## src/rtl/fp_decode_pkg.sv

```systemverilog
// Shared constants and helpers for the FP operand decoder.
// Optional subnormal normalisation is enabled by FP_DECODE_NORM_EN.
package fp_decode_pkg;

  localparam int CLS_ZERO = 0;
  localparam int CLS_SUB  = 1;
  localparam int CLS_NORM = 2;
  localparam int CLS_INF  = 3;
  localparam int CLS_NAN  = 4;
  localparam int CLS_W    = 5;

  function automatic int bias_of(input int exp_w);
    return (1 << (exp_w - 1)) - 1;
  endfunction

  // Leading-zero count of a left-justified 64-bit value; 64 when all zero.
  function automatic int lzc64(input logic [63:0] v);
    int  n;
    bit  found;
    n     = 64;
    found = 1'b0;
    for (int i = 63; i >= 0; i--) begin
      if (!found && v[i]) begin
        n     = 63 - i;
        found = 1'b1;
      end
    end
    return n;
  endfunction

endpackage

```

## src/rtl/fp_field_decode.sv

```systemverilog
// Combinational classify/unpack of one IEEE-754 operand.
// FP_DECODE_NORM_EN: subnormals are left-normalised with adjusted exponent.
module fp_field_decode
  import fp_decode_pkg::*;
#(
  parameter int EXP_W = 5,
  parameter int MAN_W = 10
) (
  input  logic [EXP_W+MAN_W:0] op_i,
  output logic                 sign_o,
  output logic [EXP_W+1:0]     exp_o,
  output logic [MAN_W:0]       mant_o,
  output logic [CLS_W-1:0]     cls_o
);

  localparam int XW = EXP_W + 2;
  localparam logic [XW-1:0] BIAS_X = XW'(bias_of(EXP_W));

  logic [EXP_W-1:0] e;
  logic [MAN_W-1:0] f;
  logic             e_zero;
  logic             e_ones;
  logic             f_zero;

  assign e      = op_i[EXP_W+MAN_W-1:MAN_W];
  assign f      = op_i[MAN_W-1:0];
  assign e_zero = ~|e;
  assign e_ones = &e;
  assign f_zero = ~|f;

`ifdef FP_DECODE_NORM_EN
  logic [6:0] lz;
  assign lz = 7'(lzc64({f, {(64-MAN_W){1'b0}}}));
`endif

  always_comb begin
    sign_o = op_i[EXP_W+MAN_W];
    exp_o  = '0;
    mant_o = '0;
    cls_o  = '0;
    if (e_zero) begin
      exp_o = XW'(1) - BIAS_X;
      if (f_zero) begin
        cls_o[CLS_ZERO] = 1'b1;
      end else begin
        cls_o[CLS_SUB] = 1'b1;
`ifdef FP_DECODE_NORM_EN
        // 1-bias-(L+1) simplifies to -bias-L
        mant_o = {1'b0, f} << (lz + 7'd1);
        exp_o  = '0 - BIAS_X - XW'(lz);
`else
        mant_o = {1'b0, f};
`endif
      end
    end else if (e_ones) begin
      exp_o  = BIAS_X + XW'(1);
      mant_o = {1'b1, f};
      if (f_zero) cls_o[CLS_INF] = 1'b1;
      else        cls_o[CLS_NAN] = 1'b1;
    end else begin
      exp_o           = XW'(e) - BIAS_X;
      mant_o          = {1'b1, f};
      cls_o[CLS_NORM] = 1'b1;
    end
  end

endmodule

```

## src/rtl/fp_decode_pipe.sv

```systemverilog
// Two-operand FP decoder: output register plus one skid entry, registered IN_READY.
// FP_DECODE_NORM_EN selects normalised subnormal output in fp_field_decode.
module fp_decode_pipe
  import fp_decode_pkg::*;
#(
  parameter int EXP_W = 5,
  parameter int MAN_W = 10
) (
  input  logic                 CLK,
  input  logic                 RST,
  input  logic                 IN_VALID,
  output logic                 IN_READY,
  input  logic [EXP_W+MAN_W:0] OP_A,
  input  logic [EXP_W+MAN_W:0] OP_B,
  output logic                 OUT_VALID,
  input  logic                 OUT_READY,
  output logic                 SIGN_A,
  output logic                 SIGN_B,
  output logic [EXP_W+1:0]     EXP_A,
  output logic [EXP_W+1:0]     EXP_B,
  output logic [MAN_W:0]       MANT_A,
  output logic [MAN_W:0]       MANT_B,
  output logic [CLS_W-1:0]     CLASS_A,
  output logic [CLS_W-1:0]     CLASS_B
);

  localparam int DW = 1 + (EXP_W + 2) + (MAN_W + 1) + CLS_W;

  logic                 sign_a, sign_b;
  logic [EXP_W+1:0]     exp_a, exp_b;
  logic [MAN_W:0]       mant_a, mant_b;
  logic [CLS_W-1:0]     cls_a, cls_b;
  logic [2*DW-1:0]      dec_pair;

  logic [2*DW-1:0]      out_q, out_d;
  logic [2*DW-1:0]      skid_q, skid_d;
  logic                 out_valid_q, out_valid_d;
  logic                 skid_valid_q, skid_valid_d;
  logic                 in_fire;
  logic                 out_free;

  fp_field_decode #(.EXP_W(EXP_W), .MAN_W(MAN_W)) u_dec_a (
    .op_i(OP_A), .sign_o(sign_a), .exp_o(exp_a), .mant_o(mant_a), .cls_o(cls_a)
  );

  fp_field_decode #(.EXP_W(EXP_W), .MAN_W(MAN_W)) u_dec_b (
    .op_i(OP_B), .sign_o(sign_b), .exp_o(exp_b), .mant_o(mant_b), .cls_o(cls_b)
  );

  assign dec_pair = {sign_a, exp_a, mant_a, cls_a, sign_b, exp_b, mant_b, cls_b};

  assign in_fire  = IN_VALID & ~skid_valid_q;
  assign out_free = ~out_valid_q | OUT_READY;

  // Skid is only ever full while the output register is full, so it drains first.
  always_comb begin
    out_d        = out_q;
    skid_d       = skid_q;
    out_valid_d  = out_valid_q;
    skid_valid_d = skid_valid_q;
    if (out_free) begin
      if (skid_valid_q) begin
        out_d        = skid_q;
        out_valid_d  = 1'b1;
        skid_valid_d = 1'b0;
      end else if (in_fire) begin
        out_d       = dec_pair;
        out_valid_d = 1'b1;
      end else begin
        out_valid_d = 1'b0;
      end
    end else if (in_fire) begin
      skid_d       = dec_pair;
      skid_valid_d = 1'b1;
    end
  end

  always_ff @(posedge CLK or posedge RST) begin
    if (RST) begin
      out_q        <= '0;
      skid_q       <= '0;
      out_valid_q  <= 1'b0;
      skid_valid_q <= 1'b0;
    end else begin
      out_q        <= out_d;
      skid_q       <= skid_d;
      out_valid_q  <= out_valid_d;
      skid_valid_q <= skid_valid_d;
    end
  end

  assign IN_READY  = ~skid_valid_q;
  assign OUT_VALID = out_valid_q;
  assign {SIGN_A, EXP_A, MANT_A, CLASS_A, SIGN_B, EXP_B, MANT_B, CLASS_B} = out_q;

endmodule

```

## config.mk

```make
export PLATFORM = sky130hd
export DESIGN_NAME = fp_decode_pipe
export DESIGN_NICKNAME = d
export VERILOG_FILES = /design/src/rtl/fp_decode_pkg.sv /design/src/rtl/fp_field_decode.sv /design/src/rtl/fp_decode_pipe.sv
export SDC_FILE = /design/constraint.sdc
export NUM_CORES = 1
export LEC_CHECK = 0
export CAP_MARGIN = 30
export CORE_MARGIN = 3
export CORE_UTILIZATION = 58
export CTS_BUF_LIST = sky130_fd_sc_hd__clkbuf_8
export CTS_CLUSTER_SIZE = 28
export DETAILED_ROUTE_END_ITERATION = 7
export MAX_ROUTING_LAYER = met4
export PLACE_DENSITY = 0.85
export SYNTH_ARGS = -nofsm -noshare
export SYNTH_HDL_FRONTEND = slang
export SYNTH_SLANG_ARGS = --single-unit
export TNS_END_PERCENT = 20
```

## constraint.sdc

```tcl
create_clock -name CLK -period 5.6 [get_ports CLK]
set_clock_uncertainty 0.1 [all_clocks]
set_input_delay 0.56 -clock CLK [delete_from_list [all_inputs] [get_ports CLK]]
set_output_delay 0.56 -clock CLK [all_outputs]
set_load 0.01 [all_outputs]
```

==> results of run 1 <==
-- cells by family after synthesis --
logic type | after synthesis | share of synthesized area
AO/OA/AOI/OAI | 95 | 0.130
XOR/XNOR | 2 | 0.00398
adder cells (fa/ha/maj) | 8 | 0.0227
buffers and inverters | 33 | 0.0409
flip-flops | 94 | 0.534
multiplexers | 22 | 0.0500
AND/OR/NAND/NOR | 208 | 0.218
-- layer usage --
metal,vias to the layer above,share of wire,track usage,wire [um]
met3,16,0.045,0.0314,458
met4,0,0.017,0.0940,176
met2,111,0.51,0.415,5150
met1,1739,0.43,0.332,4400
li1,1723,-,-,-
met5,-,0,-,0
-- critical path: cells and delay by family (launching register included) --
kind | cells | cell delay, ps
flops | 1 | 780
buf+inv | 3 | 1180
-- where the power goes --
part	total (W)	internal (W)	switching, W
registers	0.000873	0.000799	0.0000741
clock network	0.000473	0.000231	0.000242
logic	0.000433	0.000222	0.000211
-- flip-flops by register name, indices dropped and copies added, names as in the netlist --
register      count
out_q            46
skid_valid_q      1
OUT_VALID         1
skid_q           46
-- worst max-delay path by stage --
stage | cells past startpoint | end | from | slack, ps
3_3_place_gp | 4 | skid_q[16]$_DFFE_PP0P_ | IN_VALID | 2820
5_1_grt | 3 | IN_READY | skid_valid_q$_DFFE_PP0P_ | 2520
3_5_place_dp | 5 | skid_q[0]$_DFFE_PP0P_ | IN_VALID | 2780
4_1_cts | 3 | IN_READY | skid_valid_q$_DFFE_PP0P_ | 2620
6_report | 3 | IN_READY | skid_valid_q$_DFFE_PP0P_ | 2590
2_1_floorplan | 1 | OUT_VALID$_DFFE_PP0N_ | RST | 2490
-- Yosys cell counts (2+ instances only) --
cell / count
nor2_1: 33
dfrtp_1: 94
buf_4: 3
clkbuf_1: 11
buf_6: 3
o211ai_1: 6
nand4_1: 4
a22o_1: 2
and4_1: 2
inv_1: 5
xnor2_1: 2
a31oi_1: 2
nand3_1: 14
a32oi_1: 4
o41ai_2: 2
nor4_1: 4
o21ai_1: 24
o21ai_0: 28
o21ai_2: 3
nor2b_1: 4
buf_2: 9
nand2_1: 124
nand2b_1: 7
nor4b_4: 2
a22oi_1: 2
a21o_1: 4
mux2i_1: 22
ha_1: 8
a21oi_1: 14
or4b_4: 2
nor3_1: 2
o31ai_1: 4
nor2_4: 2
nor3b_1: 2
-- cell type report --
| cell class | count | area share |
|---|---|---|
| tap | 99 | 0.0224 |
| clock inverter | 5 | 0.0104 |
| clock buffer | 11 | 0.0274 |
| multi-input combinational | 335 | 0.341 |
| inverter | 6 | 0.00430 |
| sequential | 94 | 0.426 |
| timing repair buffer | 91 | 0.169 |
-- stage by stage --
step | setup WS (ps) | area, um2 | instances | hold WS (ps) | util
floorplan | 2490 | 4410 | 462 | 340 | -
global placement | 2820 | 5260 | 622 | 353 | 0.717
detailed placement | 2780 | 5290 | 624 | 362 | 0.721
CTS | 2620 | 5500 | 640 | 383 | 0.750
global route | 2520 | 5520 | 641 | 407 | 0.754
finish | 2590 | 5520 | 641 | 380 | 0.754
==> metrics.txt, run 1 <==
# TYPE chip_impl_metric gauge
chip_impl_info{name="outcome",value="complete, no violations"} 1
chip_impl_metric{name="sum_of_internal_switching_and_leakage_power",unit="W"} 0.00178
chip_impl_metric{name="flop_to_flop_setup_slack",unit="ps"} 2980
chip_impl_metric{name="synth.yosys.warnings",unit=""} 0
chip_impl_info{name="critPathKind",value="reg2out"} 1
chip_impl_metric{name="design.portCount",unit=""} 86
chip_impl_metric{name="slew_headroom",unit=""} 0.473
chip_impl_metric{name="worst-path-max-fanout",unit=""} 34
chip_impl_metric{name="max_cap_viol_count",unit=""} 0
chip_impl_info{name="synth_area_leaders",value="dfrtp_1, nand2_1, mux2i_1"} 1
chip_impl_metric{name="critical_path_arrival",unit="ps"} 2350
chip_impl_metric{name="max-vdd-ir-drop",unit="V"} 0.000189
chip_impl_metric{name="grt_pass1_vias",unit=""} 3555
chip_impl_metric{name="mean_syn_cell_area",unit="um2"} 9.54
chip_impl_metric{name="fillers",unit=""} 512
chip_impl_metric{name="seqCellArea",unit="um2"} 2350
chip_impl_metric{name="flow.area_growth_from_synthesis",unit="%"} 25.4
chip_impl_metric{name="crit_required",unit="ps"} 4940
chip_impl_metric{name="ys_types",unit=""} 42
chip_impl_metric{name="critical_path.max_stage_delay",unit="ps"} 780
chip_impl_metric{name="routed_wl",unit="um"} 10200
chip_impl_metric{name="post-route-drc-count",unit=""} 0
chip_impl_metric{name="drtIter0Drc",unit=""} 234
chip_impl_metric{name="die-width",unit="um"} 93.2
chip_impl_metric{name="synthesis.nets",unit=""} 506
chip_impl_metric{name="largest_net_degree_at_the_start_of_global_routing",unit=""} 65
chip_impl_metric{name="count_of_input_and_output_buffers",unit=""} 85
chip_impl_metric{name="timing.final.crit_share",unit=""} 0.537
chip_impl_info{name="clk_root_buffer_cell",value="clkbuf_8"} 1
chip_impl_info{name="source_of_the_worst_hold_timing_path",value="skid_q[34]$_DFFE_PP0P_"} 1
chip_impl_metric{name="p_leak",unit="nW"} 2.48
chip_impl_metric{name="yosysTopAreaCellShare",unit=""} 0.534
chip_impl_metric{name="postSynthCellCount",unit=""} 462
chip_impl_metric{name="vias_per_cell",unit=""} 5.60
chip_impl_metric{name="cts.path.max_buffers",unit=""} 2
chip_impl_metric{name="post_cts_resize_count",unit=""} 0
chip_impl_metric{name="ff_to_ff_path_depth",unit=""} 6
chip_impl_info{name="layout.cells.most_common_list",value="nand2_1, dfrtp_1, clkdlybuf4s50_1, nor2_1, o21ai_0"} 1
chip_impl_metric{name="detailed_place_hpwl",unit="um"} 7130
chip_impl_metric{name="power.density",unit="nW/um2"} 322
chip_impl_metric{name="n_diodes",unit=""} 0
chip_impl_metric{name="rows",unit=""} 31
chip_impl_info{name="kind_of_path_behind_the_tightest_hold_check",value="reg2reg"} 1
chip_impl_info{name="final_common_cell",value="nand2_1"} 1
chip_impl_metric{name="globalRoute.totalOverflow",unit=""} 0
chip_impl_metric{name="global_route_wire_length_before_repair",unit="um"} 17100
chip_impl_metric{name="die_height",unit="um"} 93.2
chip_impl_info{name="r2r_end",value="skid_q[18]$_DFFE_PP0P_"} 1
chip_impl_metric{name="period_needed",unit="ps"} 3010
chip_impl_metric{name="count_of_final_hold_check_violations",unit=""} 0
chip_impl_info{name="rsz0062_at_grt",value="no"} 1
chip_impl_metric{name="fin_setup_tns",unit="ps"} 0
chip_impl_metric{name="synthArstFlopShare",unit=""} 1.00
chip_impl_metric{name="finalMaxSlewViolations",unit=""} 0
chip_impl_metric{name="number_of_vias_in_the_routed_layout",unit=""} 3589
chip_impl_info{name="start_kind",value="register"} 1
chip_impl_metric{name="max_freq",unit="GHz"} 0.332
chip_impl_metric{name="holdBufCountCts",unit=""} 0
chip_impl_metric{name="grt_use_total",unit=""} 0.255
chip_impl_metric{name="core-area",unit="um2"} 7330
chip_impl_metric{name="nets",unit=""} 581
chip_impl_metric{name="clock_sink_count",unit=""} 94
chip_impl_info{name="cp-end-kind",value="primary output"} 1
chip_impl_metric{name="worst_skew_pair.late_latency",unit="ps"} 360
chip_impl_info{name="post-synth-top-area-cell",value="dfrtp_1"} 1
chip_impl_metric{name="first_pass_iters",unit=""} 5
chip_impl_info{name="cts_tree",value="done"} 1
chip_impl_metric{name="wl_per_cell",unit="um"} 15.9
chip_impl_metric{name="die_area",unit="um2"} 8680
chip_impl_metric{name="antenna_violations_before_repair",unit=""} 0
chip_impl_metric{name="hold_depth",unit=""} 2
chip_impl_info{name="startpoint_of_the_most_critical_register_to_register_path",value="skid_valid_q$_DFFE_PP0P_"} 1
chip_impl_metric{name="h-tree-depth",unit=""} 3
chip_impl_info{name="timing.critical_path.cells",value="buf_4 > inv_2 > clkdlybuf4s50_1"} 1
chip_impl_metric{name="floorplan.initialDensity",unit=""} 0.601
chip_impl_metric{name="drive_gt1_frac",unit=""} 0.0720
chip_impl_metric{name="synth-seq-cells",unit=""} 94
chip_impl_metric{name="post_cts_buffers",unit=""} 0
chip_impl_metric{name="cts_made_buffers",unit=""} 9
chip_impl_metric{name="clk_pin_slew",unit="ps"} 90
chip_impl_metric{name="place_congestion",unit=""} 0.857
chip_impl_metric{name="multi_input_comb_area",unit="um2"} 1880
chip_impl_info{name="crit_slowest_cell",value="dfrtp_2"} 1
chip_impl_info{name="synth_top_flop_cell",value="dfrtp_1"} 1
chip_impl_metric{name="synth_sequential_area_ratio",unit=""} 0.534
chip_impl_metric{name="drtAntennaViolNets",unit=""} 0
chip_impl_metric{name="setup-violations-final",unit=""} 0
chip_impl_info{name="endpoint_of_the_worst_hold_path",value="skid_q[34]$_DFFE_PP0P_"} 1
chip_impl_metric{name="synth-edff-count",unit=""} 0
chip_impl_metric{name="syn-cell-area",unit="um2"} 4410
chip_impl_metric{name="timing_worst_slew_pin_value",unit="ps"} 789
Note: power is estimated with default switching activity, not from simulation.
==> inputs of run 2 (changes only) <==
Settings changed: CORE_UTILIZATION 58 to 54, PLACE_DENSITY 0.85 to 0.8.
Clock period 5.6 ns to 3 ns, I/O delays scaled along.
==> run 2 against run 1 <==
Sequential share of layout area fell by 0.13 points. Setup slack got worse by 1900 ps. Design area rose by 0.32%. Power rose by 87%. Critical path type unchanged. Global-route usage fell by 1.6 points. Largest power group unchanged. Largest cell class unchanged. Worst hold slack got worse by 140 ps.
==> metrics.txt, run 2 (synthesis gave the netlist of run 1 again) <==
# TYPE chip_impl_metric gauge
chip_impl_info{name="outcome",value="complete, no violations"} 1
chip_impl_metric{name="drtAntennaViolNets",unit=""} 0
chip_impl_metric{name="period_needed",unit="ps"} 2320
chip_impl_info{name="cts_tree",value="done"} 1
chip_impl_metric{name="die-width",unit="um"} 96.3
chip_impl_metric{name="slew_headroom",unit=""} 0.558
chip_impl_info{name="final_common_cell",value="nand2_1"} 1
chip_impl_metric{name="combPwrFrac",unit=""} 0.242
chip_impl_metric{name="place_congestion",unit=""} 0.861
chip_impl_metric{name="fin_setup_tns",unit="ps"} 0
chip_impl_metric{name="wl_per_cell",unit="um"} 15.7
chip_impl_metric{name="crit_required",unit="ps"} 2600
chip_impl_metric{name="flop_to_flop_setup_slack",unit="ps"} 820
chip_impl_metric{name="rows",unit=""} 32
chip_impl_metric{name="grt_use_total",unit=""} 0.239
chip_impl_metric{name="first_pass_iters",unit=""} 5
chip_impl_metric{name="seqCellArea",unit="um2"} 2350
chip_impl_metric{name="count_of_input_and_output_buffers",unit=""} 85
chip_impl_info{name="reg_top3",value="out_q (46), skid_q (46)"} 1
chip_impl_metric{name="netSwitchingPower",unit="W"} 0.000986
chip_impl_metric{name="power.density",unit="nW/um2"} 601
chip_impl_metric{name="nets",unit=""} 585
chip_impl_info{name="clk_root_buffer_cell",value="clkbuf_8"} 1
chip_impl_metric{name="clk_pin_slew",unit="ps"} 100
chip_impl_info{name="kind_of_path_behind_the_tightest_hold_check",value="in2async"} 1
chip_impl_metric{name="finalMaxSlewViolations",unit=""} 0
chip_impl_metric{name="power.sequential.fraction",unit=""} 0.488
chip_impl_metric{name="finalCoreUtilization",unit=""} 0.710
chip_impl_metric{name="n_diodes",unit=""} 0
chip_impl_metric{name="cts.path.max_buffers",unit=""} 2
chip_impl_info{name="cp-end-kind",value="primary output"} 1
chip_impl_metric{name="max-vdd-ir-drop",unit="V"} 0.000356
chip_impl_metric{name="max_freq",unit="GHz"} 0.430
chip_impl_metric{name="flow.area_growth_from_synthesis",unit="%"} 25.8
chip_impl_metric{name="drive_gt1_frac",unit=""} 0.0806
chip_impl_info{name="layout.cells.most_common_list",value="nand2_1, dfrtp_1, clkdlybuf4s50_1, nor2_1, o21ai_0"} 1
chip_impl_metric{name="detailed_place_hpwl",unit="um"} 7220
chip_impl_metric{name="post_cts_resize_count",unit=""} 0
chip_impl_info{name="start_kind",value="register"} 1
chip_impl_metric{name="floorplan.initialDensity",unit=""} 0.564
chip_impl_metric{name="globalRoute.totalOverflow",unit=""} 0
chip_impl_metric{name="core-area",unit="um2"} 7810
chip_impl_metric{name="vias_per_cell",unit=""} 5.47
chip_impl_metric{name="grt_pass1_vias",unit=""} 3418
chip_impl_metric{name="antenna_violations_before_repair",unit=""} 0
chip_impl_metric{name="largest_net_degree_at_the_start_of_global_routing",unit=""} 42
chip_impl_metric{name="multi_input_comb_area",unit="um2"} 1880
chip_impl_metric{name="fillers",unit=""} 607
chip_impl_metric{name="ff_to_ff_path_depth",unit=""} 5
chip_impl_metric{name="count_of_final_hold_check_violations",unit=""} 0
chip_impl_metric{name="clockPowerShare",unit=""} 0.269
chip_impl_metric{name="p_leak",unit="nW"} 2.50
chip_impl_metric{name="die_area",unit="um2"} 9280
chip_impl_metric{name="post_cts_buffers",unit=""} 0
chip_impl_metric{name="global_route_wire_length_before_repair",unit="um"} 16700
chip_impl_metric{name="worst_skew_pair.late_latency",unit="ps"} 360
chip_impl_metric{name="drtIter0Drc",unit=""} 207
chip_impl_metric{name="critical_path_arrival",unit="ps"} 1920
chip_impl_info{name="critPathKind",value="reg2out"} 1
chip_impl_metric{name="cts_made_buffers",unit=""} 9
chip_impl_metric{name="design.portCount",unit=""} 86
chip_impl_info{name="startpoint_of_the_most_critical_register_to_register_path",value="skid_valid_q$_DFFE_PP0P_"} 1
chip_impl_metric{name="die_height",unit="um"} 96.3
chip_impl_metric{name="holdBufCountCts",unit=""} 0
chip_impl_metric{name="max_cap_viol_count",unit=""} 0
chip_impl_metric{name="clock_sink_count",unit=""} 94
chip_impl_metric{name="internal-power",unit="W"} 0.00235
chip_impl_info{name="r2r_end",value="skid_q[38]$_DFFE_PP0P_"} 1
chip_impl_metric{name="h-tree-depth",unit=""} 3
chip_impl_metric{name="timing.final.crit_share",unit=""} 0.775
chip_impl_metric{name="setup-violations-final",unit=""} 0
chip_impl_info{name="rsz0062_at_grt",value="no"} 1
chip_impl_metric{name="preCtsSetupSlack",unit="ps"} 653
chip_impl_metric{name="fin_ws",unit="ps"} 675
chip_impl_metric{name="post-route-drc-count",unit=""} 0
chip_impl_metric{name="routed_wl",unit="um"} 10200
chip_impl_metric{name="number_of_vias_in_the_routed_layout",unit=""} 3544
chip_impl_metric{name="worst-path-max-fanout",unit=""} 21
chip_impl_metric{name="netSwitchingFraction",unit=""} 0.296
chip_impl_metric{name="timing_worst_slew_pin_value",unit="ps"} 663
## run 2: changes by cell type in the layout (fill, tap and decap cells not counted), sizes merged
cell	previous run	this run
clkinvlp	2	0
inv	7	6
clkinv	1	4
buf	6	10
## run 2: routing by layer
layer	global-route usage	share of wire
met1	0.338	0.46
met2	0.366	0.48
met3	0.0258	0.036
met4	0.0748	0.016
met5	-	0
## run 2: stage by stage
step | cells | cell area [um2] | power, W | hold slack (ps)
detailed placement | 632 | 5330 | 0.00246 | 361
global route | 648 | 5540 | 0.00350 | 276
CTS | 648 | 5540 | 0.00335 | 254
finish | 648 | 5540 | 0.00333 | 235
floorplan | 462 | 4410 | 0.00205 | 297
global placement | 632 | 5330 | 0.00243 | 353
## run 2: power by group through the flow
stage	sequential [W]	combinational [W]	clock [W]
finish	0.00163	0.000808	0.000896
global route	0.00165	0.000901	0.000951
floorplan	0.00167	0.000374	0
detailed placement	0.00165	0.000814	0
CTS	0.00163	0.000818	0.000904
global placement	0.00164	0.000791	0
## run 2: final cells by class
cell class,count,share of cell area
multi-input cells,335,0.340
clock inverters,5,0.0117
repair buffers,95,0.169
clock buffers,11,0.0273
flip-flops and latches,94,0.425
inverters,6,0.00429
well taps,102,0.0230
## run 2: worst max-delay path by stage
| stage | start | cells after the start | to | slack [ps] |
|---|---|---|---|---|
| 2_1_floorplan | RST | 1 | OUT_VALID$_DFFE_PP0N_ | 150 |
| 3_3_place_gp | IN_VALID | 6 | skid_q[11]$_DFFE_PP0P_ | 700 |
| 3_5_place_dp | IN_VALID | 6 | skid_q[38]$_DFFE_PP0P_ | 650 |
| 4_1_cts | skid_valid_q$_DFFE_PP0P_ | 2 | IN_READY | 680 |
| 5_1_grt | skid_valid_q$_DFFE_PP0P_ | 2 | IN_READY | 620 |
| 6_report | skid_valid_q$_DFFE_PP0P_ | 2 | IN_READY | 680 |
## run 2: critical path: stages, from the launching register on
cell and delay (ps):
dfrtp_2 800, inv_2 210, clkdlybuf4s50_1 540
